## config.mk

```make
export PLATFORM = sky130hd
export DESIGN_NAME = vram_arbiter_flat
export DESIGN_NICKNAME = d
export VERILOG_FILES = /design/src/rtl/vera_pkg.sv /design/src/rtl/vram_arbiter_if.sv /design/src/rtl/arb_rr2.sv /design/src/rtl/vram_arbiter.sv /design/src/flat_wrapper.sv
export SDC_FILE = /design/constraint.sdc
export NUM_CORES = 1
export LEC_CHECK = 0
export ABC_AREA = 1
export CAP_MARGIN = 20
export CORE_MARGIN = 3
export CORE_UTILIZATION = 45
export CTS_CLUSTER_DIAMETER = 30
export DETAILED_ROUTE_END_ITERATION = 6
export DONT_BUFFER_PORTS = 1
export PLACE_DENSITY = 0.64
export RECOVER_POWER = 50
export SLEW_MARGIN = 10
export SYNTH_ARGS = -nofsm -noshare
export SYNTH_HDL_FRONTEND = slang
export SYNTH_SLANG_ARGS = --single-unit
```

## constraint.sdc

```tcl
create_clock -name clk -period 1.75 [get_ports clk]
set_clock_uncertainty 0.05 [all_clocks]
set_input_delay 0.35 -clock clk [delete_from_list [all_inputs] [get_ports clk]]
set_output_delay 0.35 -clock clk [all_outputs]
set_load 0.02 [all_outputs]
```

## src/rtl/vera_pkg.sv

```systemverilog
// Shared types and default widths for the VRAM arbiter slice.
// Owner codes tag which port the memory read data returning next cycle belongs to.
package vera_pkg;

    localparam int unsigned DEF_ADDR_W = 20;
    localparam int unsigned DEF_DATA_W = 8;

    typedef enum logic [1:0] {
        OwnNone = 2'd0,
        OwnP0   = 2'd1,
        OwnP1   = 2'd2,
        OwnP2   = 2'd3
    } owner_e;

    typedef enum logic {
        LastP1 = 1'b0,
        LastP2 = 1'b1
    } last_e;

endpackage

```

## src/rtl/vram_arbiter_if.sv

```systemverilog
// Bus bundle between the CPU port, two fetch ports, the memory port and the arbiter.
// The slave modport is the arbiter's view; master is everything around it.
interface vram_arbiter_if #(
    parameter int unsigned ADDR_W = vera_pkg::DEF_ADDR_W,
    parameter int unsigned DATA_W = vera_pkg::DEF_DATA_W
);

    logic [ADDR_W-1:0] p0_addr;
    logic [DATA_W-1:0] p0_wrdata;
    logic              p0_strobe;
    logic              p0_write;
    logic [DATA_W-1:0] p0_rddata;

    logic              p1_req;
    logic              p2_req;
    logic [ADDR_W-1:0] p1_addr;
    logic [ADDR_W-1:0] p2_addr;
    logic              p1_ack;
    logic              p2_ack;
    logic [DATA_W-1:0] p1_rddata;
    logic [DATA_W-1:0] p2_rddata;
    logic              p1_rdvalid;
    logic              p2_rdvalid;

    logic [ADDR_W-1:0] mem_addr;
    logic [DATA_W-1:0] mem_wrdata;
    logic              mem_strobe;
    logic              mem_write;
    logic [DATA_W-1:0] mem_rddata;

    modport slave (
        input  p0_addr, p0_wrdata, p0_strobe, p0_write,
        input  p1_req, p2_req, p1_addr, p2_addr,
        input  mem_rddata,
        output p0_rddata, p1_ack, p2_ack, p1_rddata, p2_rddata, p1_rdvalid, p2_rdvalid,
        output mem_addr, mem_wrdata, mem_strobe, mem_write
    );

    modport master (
        output p0_addr, p0_wrdata, p0_strobe, p0_write,
        output p1_req, p2_req, p1_addr, p2_addr,
        output mem_rddata,
        input  p0_rddata, p1_ack, p2_ack, p1_rddata, p2_rddata, p1_rdvalid, p2_rdvalid,
        input  mem_addr, mem_wrdata, mem_strobe, mem_write
    );

endinterface

```

## src/rtl/arb_rr2.sv

```systemverilog
// Two-way round-robin selector; the grant is combinational and the
// last-granted side only moves when a grant is actually issued.
module arb_rr2
    import vera_pkg::*;
(
    input  logic       clk,
    input  logic       rst_n,
    input  logic [1:0] req,
    input  logic       advance,
    output logic [1:0] grant
);

    last_e last_d, last_q;

    always_comb begin
        grant  = 2'b00;
        last_d = last_q;
        if (advance) begin
            unique case (req)
                2'b01:   grant = 2'b01;
                2'b10:   grant = 2'b10;
                2'b11:   grant = (last_q == LastP2) ? 2'b01 : 2'b10;
                default: grant = 2'b00;
            endcase
        end
        if (grant[0]) begin
            last_d = LastP1;
        end else if (grant[1]) begin
            last_d = LastP2;
        end
    end

    // Reset to P2 so that P1 wins the first tie.
    always_ff @(posedge clk or negedge rst_n) begin
        if (!rst_n) begin
            last_q <= LastP2;
        end else begin
            last_q <= last_d;
        end
    end

endmodule

```

## src/rtl/vram_arbiter.sv

```systemverilog
// VRAM arbiter: CPU port p0 has absolute priority and is never stalled; fetch ports
// p1/p2 share the remaining cycles round-robin. All reads return one cycle later.
module vram_arbiter
    import vera_pkg::*;
#(
    parameter int unsigned ADDR_W = DEF_ADDR_W,
    parameter int unsigned DATA_W = DEF_DATA_W
) (
    input  logic          clk,
    input  logic          rst_n,
    vram_arbiter_if.slave bus
);

    logic              p0_go;
    logic [1:0]        fetch_req;
    logic [1:0]        grant;
    owner_e            owner_d, owner_q;
    logic [ADDR_W-1:0] mem_addr_d, mem_addr_q;
    logic [DATA_W-1:0] mem_wrdata_d, mem_wrdata_q;
    logic              mem_strobe, mem_write;
    logic [DATA_W-1:0] p0_rddata_q, p1_rddata_q, p2_rddata_q;

    // Requests are masked during reset so the memory port stays idle.
    assign p0_go     = bus.p0_strobe & rst_n;
    assign fetch_req = {bus.p2_req, bus.p1_req} & {2{rst_n}};

    arb_rr2 u_arb_rr2 (
        .clk    (clk),
        .rst_n  (rst_n),
        .req    (fetch_req),
        .advance(~p0_go),
        .grant  (grant)
    );

    always_comb begin
        mem_addr_d   = mem_addr_q;
        mem_wrdata_d = mem_wrdata_q;
        mem_strobe   = 1'b0;
        mem_write    = 1'b0;
        owner_d      = OwnNone;
        if (p0_go) begin
            mem_addr_d   = bus.p0_addr;
            mem_wrdata_d = bus.p0_wrdata;
            mem_strobe   = 1'b1;
            mem_write    = bus.p0_write;
            owner_d      = bus.p0_write ? OwnNone : OwnP0;
        end else if (grant[0]) begin
            mem_addr_d = bus.p1_addr;
            mem_strobe = 1'b1;
            owner_d    = OwnP1;
        end else if (grant[1]) begin
            mem_addr_d = bus.p2_addr;
            mem_strobe = 1'b1;
            owner_d    = OwnP2;
        end
    end

    assign bus.p1_ack     = grant[0];
    assign bus.p2_ack     = grant[1];
    assign bus.mem_addr   = mem_addr_d;
    assign bus.mem_wrdata = mem_wrdata_d;
    assign bus.mem_strobe = mem_strobe;
    assign bus.mem_write  = mem_write;

    // Returning data passes straight through in its cycle, then the register holds it.
    assign bus.p0_rddata  = (owner_q == OwnP0) ? bus.mem_rddata : p0_rddata_q;
    assign bus.p1_rddata  = (owner_q == OwnP1) ? bus.mem_rddata : p1_rddata_q;
    assign bus.p2_rddata  = (owner_q == OwnP2) ? bus.mem_rddata : p2_rddata_q;
    assign bus.p1_rdvalid = (owner_q == OwnP1);
    assign bus.p2_rdvalid = (owner_q == OwnP2);

    always_ff @(posedge clk or negedge rst_n) begin
        if (!rst_n) begin
            owner_q      <= OwnNone;
            mem_addr_q   <= '0;
            mem_wrdata_q <= '0;
            p0_rddata_q  <= '0;
            p1_rddata_q  <= '0;
            p2_rddata_q  <= '0;
        end else begin
            owner_q      <= owner_d;
            mem_addr_q   <= mem_addr_d;
            mem_wrdata_q <= mem_wrdata_d;
            if (owner_q == OwnP0) p0_rddata_q <= bus.mem_rddata;
            if (owner_q == OwnP1) p1_rddata_q <= bus.mem_rddata;
            if (owner_q == OwnP2) p2_rddata_q <= bus.mem_rddata;
        end
    end

endmodule

```

## src/flat_wrapper.sv

```systemverilog
// flat-port wrapper written by rule: the top's interface ports become plain ports
module vram_arbiter_flat import vera_pkg::*;
#(
    parameter int unsigned ADDR_W = DEF_ADDR_W,
    parameter int unsigned DATA_W = DEF_DATA_W
)
  (clk, rst_n, bus_p0_addr, bus_p0_wrdata, bus_p0_strobe, bus_p0_write, bus_p1_req, bus_p2_req, bus_p1_addr, bus_p2_addr, bus_mem_rddata, bus_p0_rddata, bus_p1_ack, bus_p2_ack, bus_p1_rddata, bus_p2_rddata, bus_p1_rdvalid, bus_p2_rdvalid, bus_mem_addr, bus_mem_wrdata, bus_mem_strobe, bus_mem_write);
  vram_arbiter_if #(.ADDR_W(ADDR_W), .DATA_W(DATA_W)) bus_i ();
  input  logic clk;
  input  logic rst_n;
  input wire logic [$bits(bus_i.p0_addr)-1:0] bus_p0_addr;
  input wire logic [$bits(bus_i.p0_wrdata)-1:0] bus_p0_wrdata;
  input wire logic [$bits(bus_i.p0_strobe)-1:0] bus_p0_strobe;
  input wire logic [$bits(bus_i.p0_write)-1:0] bus_p0_write;
  input wire logic [$bits(bus_i.p1_req)-1:0] bus_p1_req;
  input wire logic [$bits(bus_i.p2_req)-1:0] bus_p2_req;
  input wire logic [$bits(bus_i.p1_addr)-1:0] bus_p1_addr;
  input wire logic [$bits(bus_i.p2_addr)-1:0] bus_p2_addr;
  input wire logic [$bits(bus_i.mem_rddata)-1:0] bus_mem_rddata;
  output wire logic [$bits(bus_i.p0_rddata)-1:0] bus_p0_rddata;
  output wire logic [$bits(bus_i.p1_ack)-1:0] bus_p1_ack;
  output wire logic [$bits(bus_i.p2_ack)-1:0] bus_p2_ack;
  output wire logic [$bits(bus_i.p1_rddata)-1:0] bus_p1_rddata;
  output wire logic [$bits(bus_i.p2_rddata)-1:0] bus_p2_rddata;
  output wire logic [$bits(bus_i.p1_rdvalid)-1:0] bus_p1_rdvalid;
  output wire logic [$bits(bus_i.p2_rdvalid)-1:0] bus_p2_rdvalid;
  output wire logic [$bits(bus_i.mem_addr)-1:0] bus_mem_addr;
  output wire logic [$bits(bus_i.mem_wrdata)-1:0] bus_mem_wrdata;
  output wire logic [$bits(bus_i.mem_strobe)-1:0] bus_mem_strobe;
  output wire logic [$bits(bus_i.mem_write)-1:0] bus_mem_write;
  assign bus_i.p0_addr = bus_p0_addr;
  assign bus_i.p0_wrdata = bus_p0_wrdata;
  assign bus_i.p0_strobe = bus_p0_strobe;
  assign bus_i.p0_write = bus_p0_write;
  assign bus_i.p1_req = bus_p1_req;
  assign bus_i.p2_req = bus_p2_req;
  assign bus_i.p1_addr = bus_p1_addr;
  assign bus_i.p2_addr = bus_p2_addr;
  assign bus_i.mem_rddata = bus_mem_rddata;
  assign bus_p0_rddata = bus_i.p0_rddata;
  assign bus_p1_ack = bus_i.p1_ack;
  assign bus_p2_ack = bus_i.p2_ack;
  assign bus_p1_rddata = bus_i.p1_rddata;
  assign bus_p2_rddata = bus_i.p2_rddata;
  assign bus_p1_rdvalid = bus_i.p1_rdvalid;
  assign bus_p2_rdvalid = bus_i.p2_rdvalid;
  assign bus_mem_addr = bus_i.mem_addr;
  assign bus_mem_wrdata = bus_i.mem_wrdata;
  assign bus_mem_strobe = bus_i.mem_strobe;
  assign bus_mem_write = bus_i.mem_write;
  vram_arbiter #(.ADDR_W(ADDR_W), .DATA_W(DATA_W)) u_core (.clk(clk), .rst_n(rst_n), .bus(bus_i));
endmodule
```

==> key figures, run 1 <==
Run status
  – Status: finished with violations
  – Failing checks: negative setup slack

Synthesis
  – Sequential element share of the synthesized area: 53.29%
  – Primary FF master, synth: dfrtp_1
  – Post-synth EDFFs: 0
  – Number of synthesized register bits: 55
  – Syn Nets: 358
  – Top-area cell type share of the netlist area: 52.27%
  – Synth top area cells: dfrtp_1, nand2_1, nand4_2
  – Distinct cells, synth: 26
  – Ys Warns: 0
  – Cell Area, Synth: 2585 sq um
  – Area leader, netlist: dfrtp_1
  – Syn_area_per_cell: 9.366 sq um
  – Post-Syn Instances: 276
  – Post-synth ARST share: 100.0%

Global route
  – Largest net degree at the start of global routing: 56
  – Global-route wire length before repair: 9784 um
  – Total GRT Usage: 19.46%
  – Initial antenna violation count: 0
  – Number of global-route vias before repair: 1,970
  – Gr ovfl total: 0

Worst setup path
  – Worst path slowest cell: dfstp_2
  – Critical path depth: 6
  – Critical path class: reg2out
  – Worst r2r path cells: 5
  – Crit path max-delay family: flip-flops
  – RR Startpoint: u_core.u_arb_rr2.last_q$_DFFE_PN1P_
  – Largest stage delay, worst path: 0.56 ns
  – CP bufs+invs: 2
  – Crit end category: primary output
  – Critical path arrival: 1.54 ns
  – Crit path cell chain: inv_2 > nand2_4 > nand3_4 > inv_8 > nand2_1 > nand4_1
  – Crit start category: register
  – Register-to-Register Setup Slack: 0.27 ns
  – FF-to-FF End: u_core.mem_addr_q[9]$_DFF_PN0_
  – Required time of the critical path: 1.35 ns
  – Worst Path Max Fanout: 6

Finish
  – Layout cell share with drive strength beyond 1: 48.58%
  – Nets: 398
  – Most common cell after layout, fill and taps aside: nand2_1
  – Area Overhead vs Synth: 34.46%
  – Antenna cells: 0
  – Storage cell area: 1378 sq um
  – Fillers: 435
  – Most frequent cells in the layout: nand2_1, dfrtp_1, nand2_2
  – Multi-input logic area: 1380 sq um

Floorplanning
  – Core ar.: 5335 sq um
  – # IOs: 140
  – Die area: 6690 sq um
  – Starting Density: 48.45%
  – Num rows: 26
  – Die Y: 81.79 um
  – Die width: 81.79 um

CTS
  – Worst-path clk slew: 0.10 ns
  – Clock sinks: 55
  – Clk_lat worst skew: 0.31 ns
  – Root buffer cell: clkbuf_8
  – Inserted Clock Buffers: 5
  – CTS H-tree lvls: 2
  – Max Root-Sink Buffers: 2
  – CTS tree: built

Timing
  – Post-layout worst setup margin: -0.1867 ns
  – Actual transition at the worst max-transition pin: 0.7483 ns
  – Max Slew Vio Count: 0
  – Final Setup Violations: 40
  – Fmax: 516.3 MHz
  – RSZ-0062 raised after global routing: yes
  – Minimum clock period: 1.937 ns
  – Rel. slew slack: 50.12%
  – Final hold violations: 0
  – Period utilisation layout: 110.7%

Routing
  – Wirelength per Cell: 18.03 um
  – DRT Pass-1 Iters: 4
  – DR DRC count: 0
  – Vias per cell: 5.207
  – DRT Wirelength: 6978 um
  – Initial DRC count: 48
  – Final antenna-violating net count: 0
  – Via count: 2,015

Pwr
  – Worst vdd ir: 0.7080 mV
  – Power Total: 3.895 mW
  – LEAKAGE: 1.570 nW
  – PD cells: 1121 nW/um^2

Worst hold path
  – HP Class: in2reg
  – Worst Hold Launch: bus_p0_write
  – Hold Crit Depth: 1
  – Worst-case hold path end point: u_core.owner_q[0]$_DFF_PN0_

Placed design
  – Post-DP HPWL: 4174 um
  – Buffers on Ports: 0
  – GPL Wtd Cong: 0.7060
  – Setup WS pre-CTS: -0.01276 ns

Run
  – Max cap viols: 0
[cells in the mapped netlist, types with 2 or more instances]
cell type and number:
inv_2 3, nand3_1 2, buf_4 3, o21ai_1 8, nand3_2 2, nand2_1 106, buf_2 4, nand2_2 30
nand4_2 18, o21ai_0 18, inv_1 13, buf_12 2, dfrtp_1 54
[metal layers]
layer | global-route usage, % | vias to the layer above | routed length (um)
li1 | - | 967 | -
met1 | 24.68 | 964 | 2890
met2 | 31.83 | 82 | 3553
met3 | 6.798 | 2 | 504
met4 | 4.817 | 0 | 29
met5 | 0 | - | 0
[how the worst max path moves through the flow]
stage,start,slack [ns],end
final,u_core.u_arb_rr2.last_q$_DFFE_PN1P_,-0.19,bus_mem_addr[9]
after global routing,u_core.u_arb_rr2.last_q$_DFFE_PN1P_,-0.25,bus_mem_addr[9]
after CTS,u_core.u_arb_rr2.last_q$_DFFE_PN1P_,-0.19,bus_mem_addr[9]
after detailed placement,u_core.u_arb_rr2.last_q$_DFFE_PN1P_,-0.01,bus_mem_addr[9]
after global placement,u_core.u_arb_rr2.last_q$_DFFE_PN1P_,0.04,bus_mem_addr[9]
after floorplan,u_core.owner_q[0]$_DFF_PN0_,0.07,bus_p1_rddata[0]
[what timing repair did]
item,4_1_cts,5_1_grt
pin swaps,5,4
endpoints found under the hold margin,55,0
setup endpoints to repair,44,45
gates resized for setup,70,54
gates cloned,4,2
buffers inserted,10,3
hold buffers,2,0
[through the flow]
stage               hold WS, ns  setup TNS (ns)  std cells  utilization (%)  instance area [sq um]
floorplan              0.004409               0        276                -                   2585
global placement       0.005514               0        358            51.36                   2740
finish                  0.09016          -4.121        387            65.15                   3476
CTS                     0.08000          -3.893        382            60.88                   3248
global route            0.09372          -7.134        387            65.15                   3476
detailed placement     0.005321        -0.01276        358            51.36                   2740
[cell type report]
class | instances | area share (%)
clock buffer | 6 | 2.088
clock inverter | 2 | 0.4680
inverter | 19 | 2.772
multi-input combinational | 192 | 39.70
sequential | 55 | 39.63
tap | 70 | 2.520
timing repair buffer | 40 | 12.17
timing repair inverter | 3 | 0.6479
[logic make-up after synthesis]
| logic type | share of synthesized area, % |
|---|---|
| AOI/OAI and AO/OA | 5.276 |
| DFF | 53.29 |
| and+or+nand+nor | 34.03 |
| buffers and inverters | 7.405 |
[report_power, final]
group	internal [mW]	switching, mW	leakage [nW]
sequential	1.53	0.111	0.678
clock	0.289	0.430	0.0418
combinational	0.592	0.941	0.850
[state kept, by name, indices dropped and copies added (netlist names)]
register                 flops
u_core.mem_addr_q           20
u_core.mem_wrdata_q          8
u_core.p0_rddata_q           8
u_core.p1_rddata_q           8
u_core.p2_rddata_q           8
u_core.owner_q               2
u_core.u_arb_rr2.last_q      1
(Power assumes the default switching activity.)
==> inputs of run 2 (changes only) <==
--- a/config.mk
+++ b/config.mk
@@ -12,7 +12,7 @@
 export CTS_CLUSTER_DIAMETER = 30
 export DETAILED_ROUTE_END_ITERATION = 6
 export DONT_BUFFER_PORTS = 1
-export PLACE_DENSITY = 0.64
+export PLACE_DENSITY = 0.66
 export RECOVER_POWER = 50
 export SLEW_MARGIN = 10
 export SYNTH_ARGS = -nofsm -noshare
==> constraint.sdc (replaced) <==
create_clock -name clk -period 1.6 [get_ports clk]
set_clock_uncertainty 0.05 [all_clocks]
set_input_delay 0.32 -clock clk [delete_from_list [all_inputs] [get_ports clk]]
set_output_delay 0.32 -clock clk [all_outputs]
set_load 0.02 [all_outputs]
==> run 2 against run 1 <==
  * The run ends with negative hold slack, negative setup slack left
  * Register-to-register slack got worse by 0.14 ns
  * Hold slack got worse by 0.45 ns
  * Critical path depth rose by 1
  * Non-clock buffer count rose by 1
  * Die area did not move
  * Sequential power rose by 12%
  * Worst setup slack got worse by 0.14 ns
  * First-iteration DRC count rose by 35%
  * Cell area rose by 8.6%
  * Wire length rose by 7.4%
  * Highest routed layer unchanged
  * Final cell count fell by 1.0%
  * Sequential share of layout area fell by 3.2 points
==> key figures, run 2 (synthesis results as in run 1) <==
Timing
  – Post-Route Setup TNS: -9.227 ns
  – Post-layout worst setup margin: -0.3254 ns
  – Rel. slew slack: 73.68%
  – Final hold violations: 55
  – Max Slew Vio Count: 0
  – Actual transition at the worst max-transition pin: 0.3934 ns
  – Final hold slack: -0.3609 ns
  – Period utilisation layout: 120.3%
  – RSZ-0062 raised after global routing: yes
  – Minimum clock period: 1.925 ns
  – Final Setup Violations: 46
  – Fmax: 519.4 MHz

Placed design
  – Setup WS pre-CTS: 0.01660 ns
  – GPL Wtd Cong: 0.7224
  – Post-DP HPWL: 4291 um
  – Buffers on Ports: 0

Pwr
  – P_sw: 1.689 mW
  – LEAKAGE: 1.686 nW
  – Worst vdd ir: 0.7573 mV
  – Switching share of power: 38.51%
  – PD cells: 1161 nW/um^2
  – Int Pwr: 2.697 mW
  – Power Total: 4.385 mW
  – Flop pwr share: 41.7%
  – Clk pwr share: 18.3%
  – Combinational power share: 40.0%

Floorplanning
  – Core ar.: 5335 sq um
  – Num rows: 26
  – Starting Density: 48.45%
  – Die width: 81.79 um
  – Die Y: 81.79 um
  – Die area: 6690 sq um
  – # IOs: 140

Worst setup path
  – Critical path class: reg2out
  – Worst Path Max Fanout: 6
  – Worst path slowest cell: dfstp_2
  – Crit end category: primary output
  – Crit start category: register
  – Worst r2r path cells: 5
  – Crit path max-delay family: flip-flops
  – Critical path arrival: 1.56 ns
  – Crit path cell chain: inv_2 > nand2_4 > nand3_4 > inv_6 > buf_12 > nand2_1 > nand4_1
  – Required time of the critical path: 1.23 ns
  – Largest stage delay, worst path: 0.56 ns
  – CP bufs+invs: 3
  – Critical path depth: 7

CTS
  – CTS H-tree lvls: 2
  – CTS tree: built
  – Clock sinks: 55
  – Inserted Clock Buffers: 5
  – Root buffer cell: clkbuf_8
  – Max Root-Sink Buffers: 2
  – Worst-path clk slew: 0.11 ns
  – Clk_lat worst skew: 0.31 ns

Global route
  – Global-route wire length before repair: 10,810 um
  – Total GRT Usage: 21.36%
  – Initial antenna violation count: 0
  – Number of global-route vias before repair: 2,158
  – Gr ovfl total: 0
  – Largest net degree at the start of global routing: 59

Finish
  – Nets: 394
  – Antenna cells: 0
  – Most common cell after layout, fill and taps aside: nand2_1
  – Max FFs per register: 20
  – Biggest register: u_core.mem_addr_q
  – Most frequent cells in the layout: nand2_1, dfrtp_1, nand2_2
  – Finished Core Util: 70.78%
  – Layout cell share with drive strength beyond 1: 53.99%
  – Area Overhead vs Synth: 46.08%

Routing
  – DRT Pass-1 Iters: 4
  – Via count: 2,046
  – Final antenna-violating net count: 0
  – Wirelength per Cell: 19.57 um
  – Initial DRC count: 65
  – Vias per cell: 5.342
  – DRT Wirelength: 7495 um
  – DR DRC count: 0

Worst hold path
  – HP Class: in2async

Run
  – Max cap viols: 0

Run status
  – Status: finished with violations
  – Failing checks: negative hold slack, negative setup slack
[run 2: worst paths after layout]
| kind | startpoint | end | slack (ns) |
|---|---|---|---|
| min reg2reg | u_core.p2_rddata_q[0]$_DFF_PN0_ | u_core.p2_rddata_q[0]$_DFF_PN0_ | 0.48 |
| max reg2reg | u_core.u_arb_rr2.last_q$_DFFE_PN1P_ | u_core.mem_addr_q[9]$_DFF_PN0_ | 0.13 |
| max in group asynchronous | rst_n | u_core.u_arb_rr2.last_q$_DFFE_PN1P_ | 1.68 |
| min | rst_n | u_core.mem_wrdata_q[0]$_DFF_PN0_ | -0.36 |
| min in group clk | bus_p0_write | u_core.owner_q[0]$_DFF_PN0_ | 0.05 |
| max | u_core.u_arb_rr2.last_q$_DFFE_PN1P_ | bus_mem_addr[9] | -0.33 |
[run 2: power groups by stage]
stage	registers (mW)	clock network, mW	logic (mW)
global route	1.85	0.872	1.85
CTS	1.79	0.818	1.63
global placement	1.78	0	1.09
detailed placement	1.78	0	1.11
floorplan	1.77	0	0.866
finish	1.83	0.803	1.76
[run 2: metrics by stage]
stage,cells,hold slack (ns),instance area [sq um]
2_1_floorplan,276,-0.02559,2585
3_3_place_gp,354,-0.02445,2748
3_5_place_dp,354,-0.02459,2748
4_1_cts,380,-0.3737,3578
5_1_grt,383,-0.3874,3776
6_report,383,-0.3609,3776
[run 2: what timing repair did]
item / 4_1_cts / 5_1_grt
buffers inserted: 16 / 4
resized for setup: 118 / 44
hold endpoints to repair: 55 / 55
pin swaps: 8 / 7
gates cloned: 2 / 2
setup endpoints to repair: 45 / 48
[run 2: layer usage]
layer	track usage (%)	part of all wire, %
met1	26.21	40
met2	37.40	53
met3	4.715	6.1
met4	6.478	1.2
met5	0	0
[run 2: layout make-up]
cell class | count | area (sq um)
Clock buffer | 5 | 68.82
Multi-Input combinational cell | 190 | 1622
Clock inverter | 3 | 22.52
Tap cell | 70 | 87.58
Sequential cell | 55 | 1378
Inverter | 19 | 93.84
Timing Repair Buffer | 41 | 504.2
Fill cell | 392 | 1559
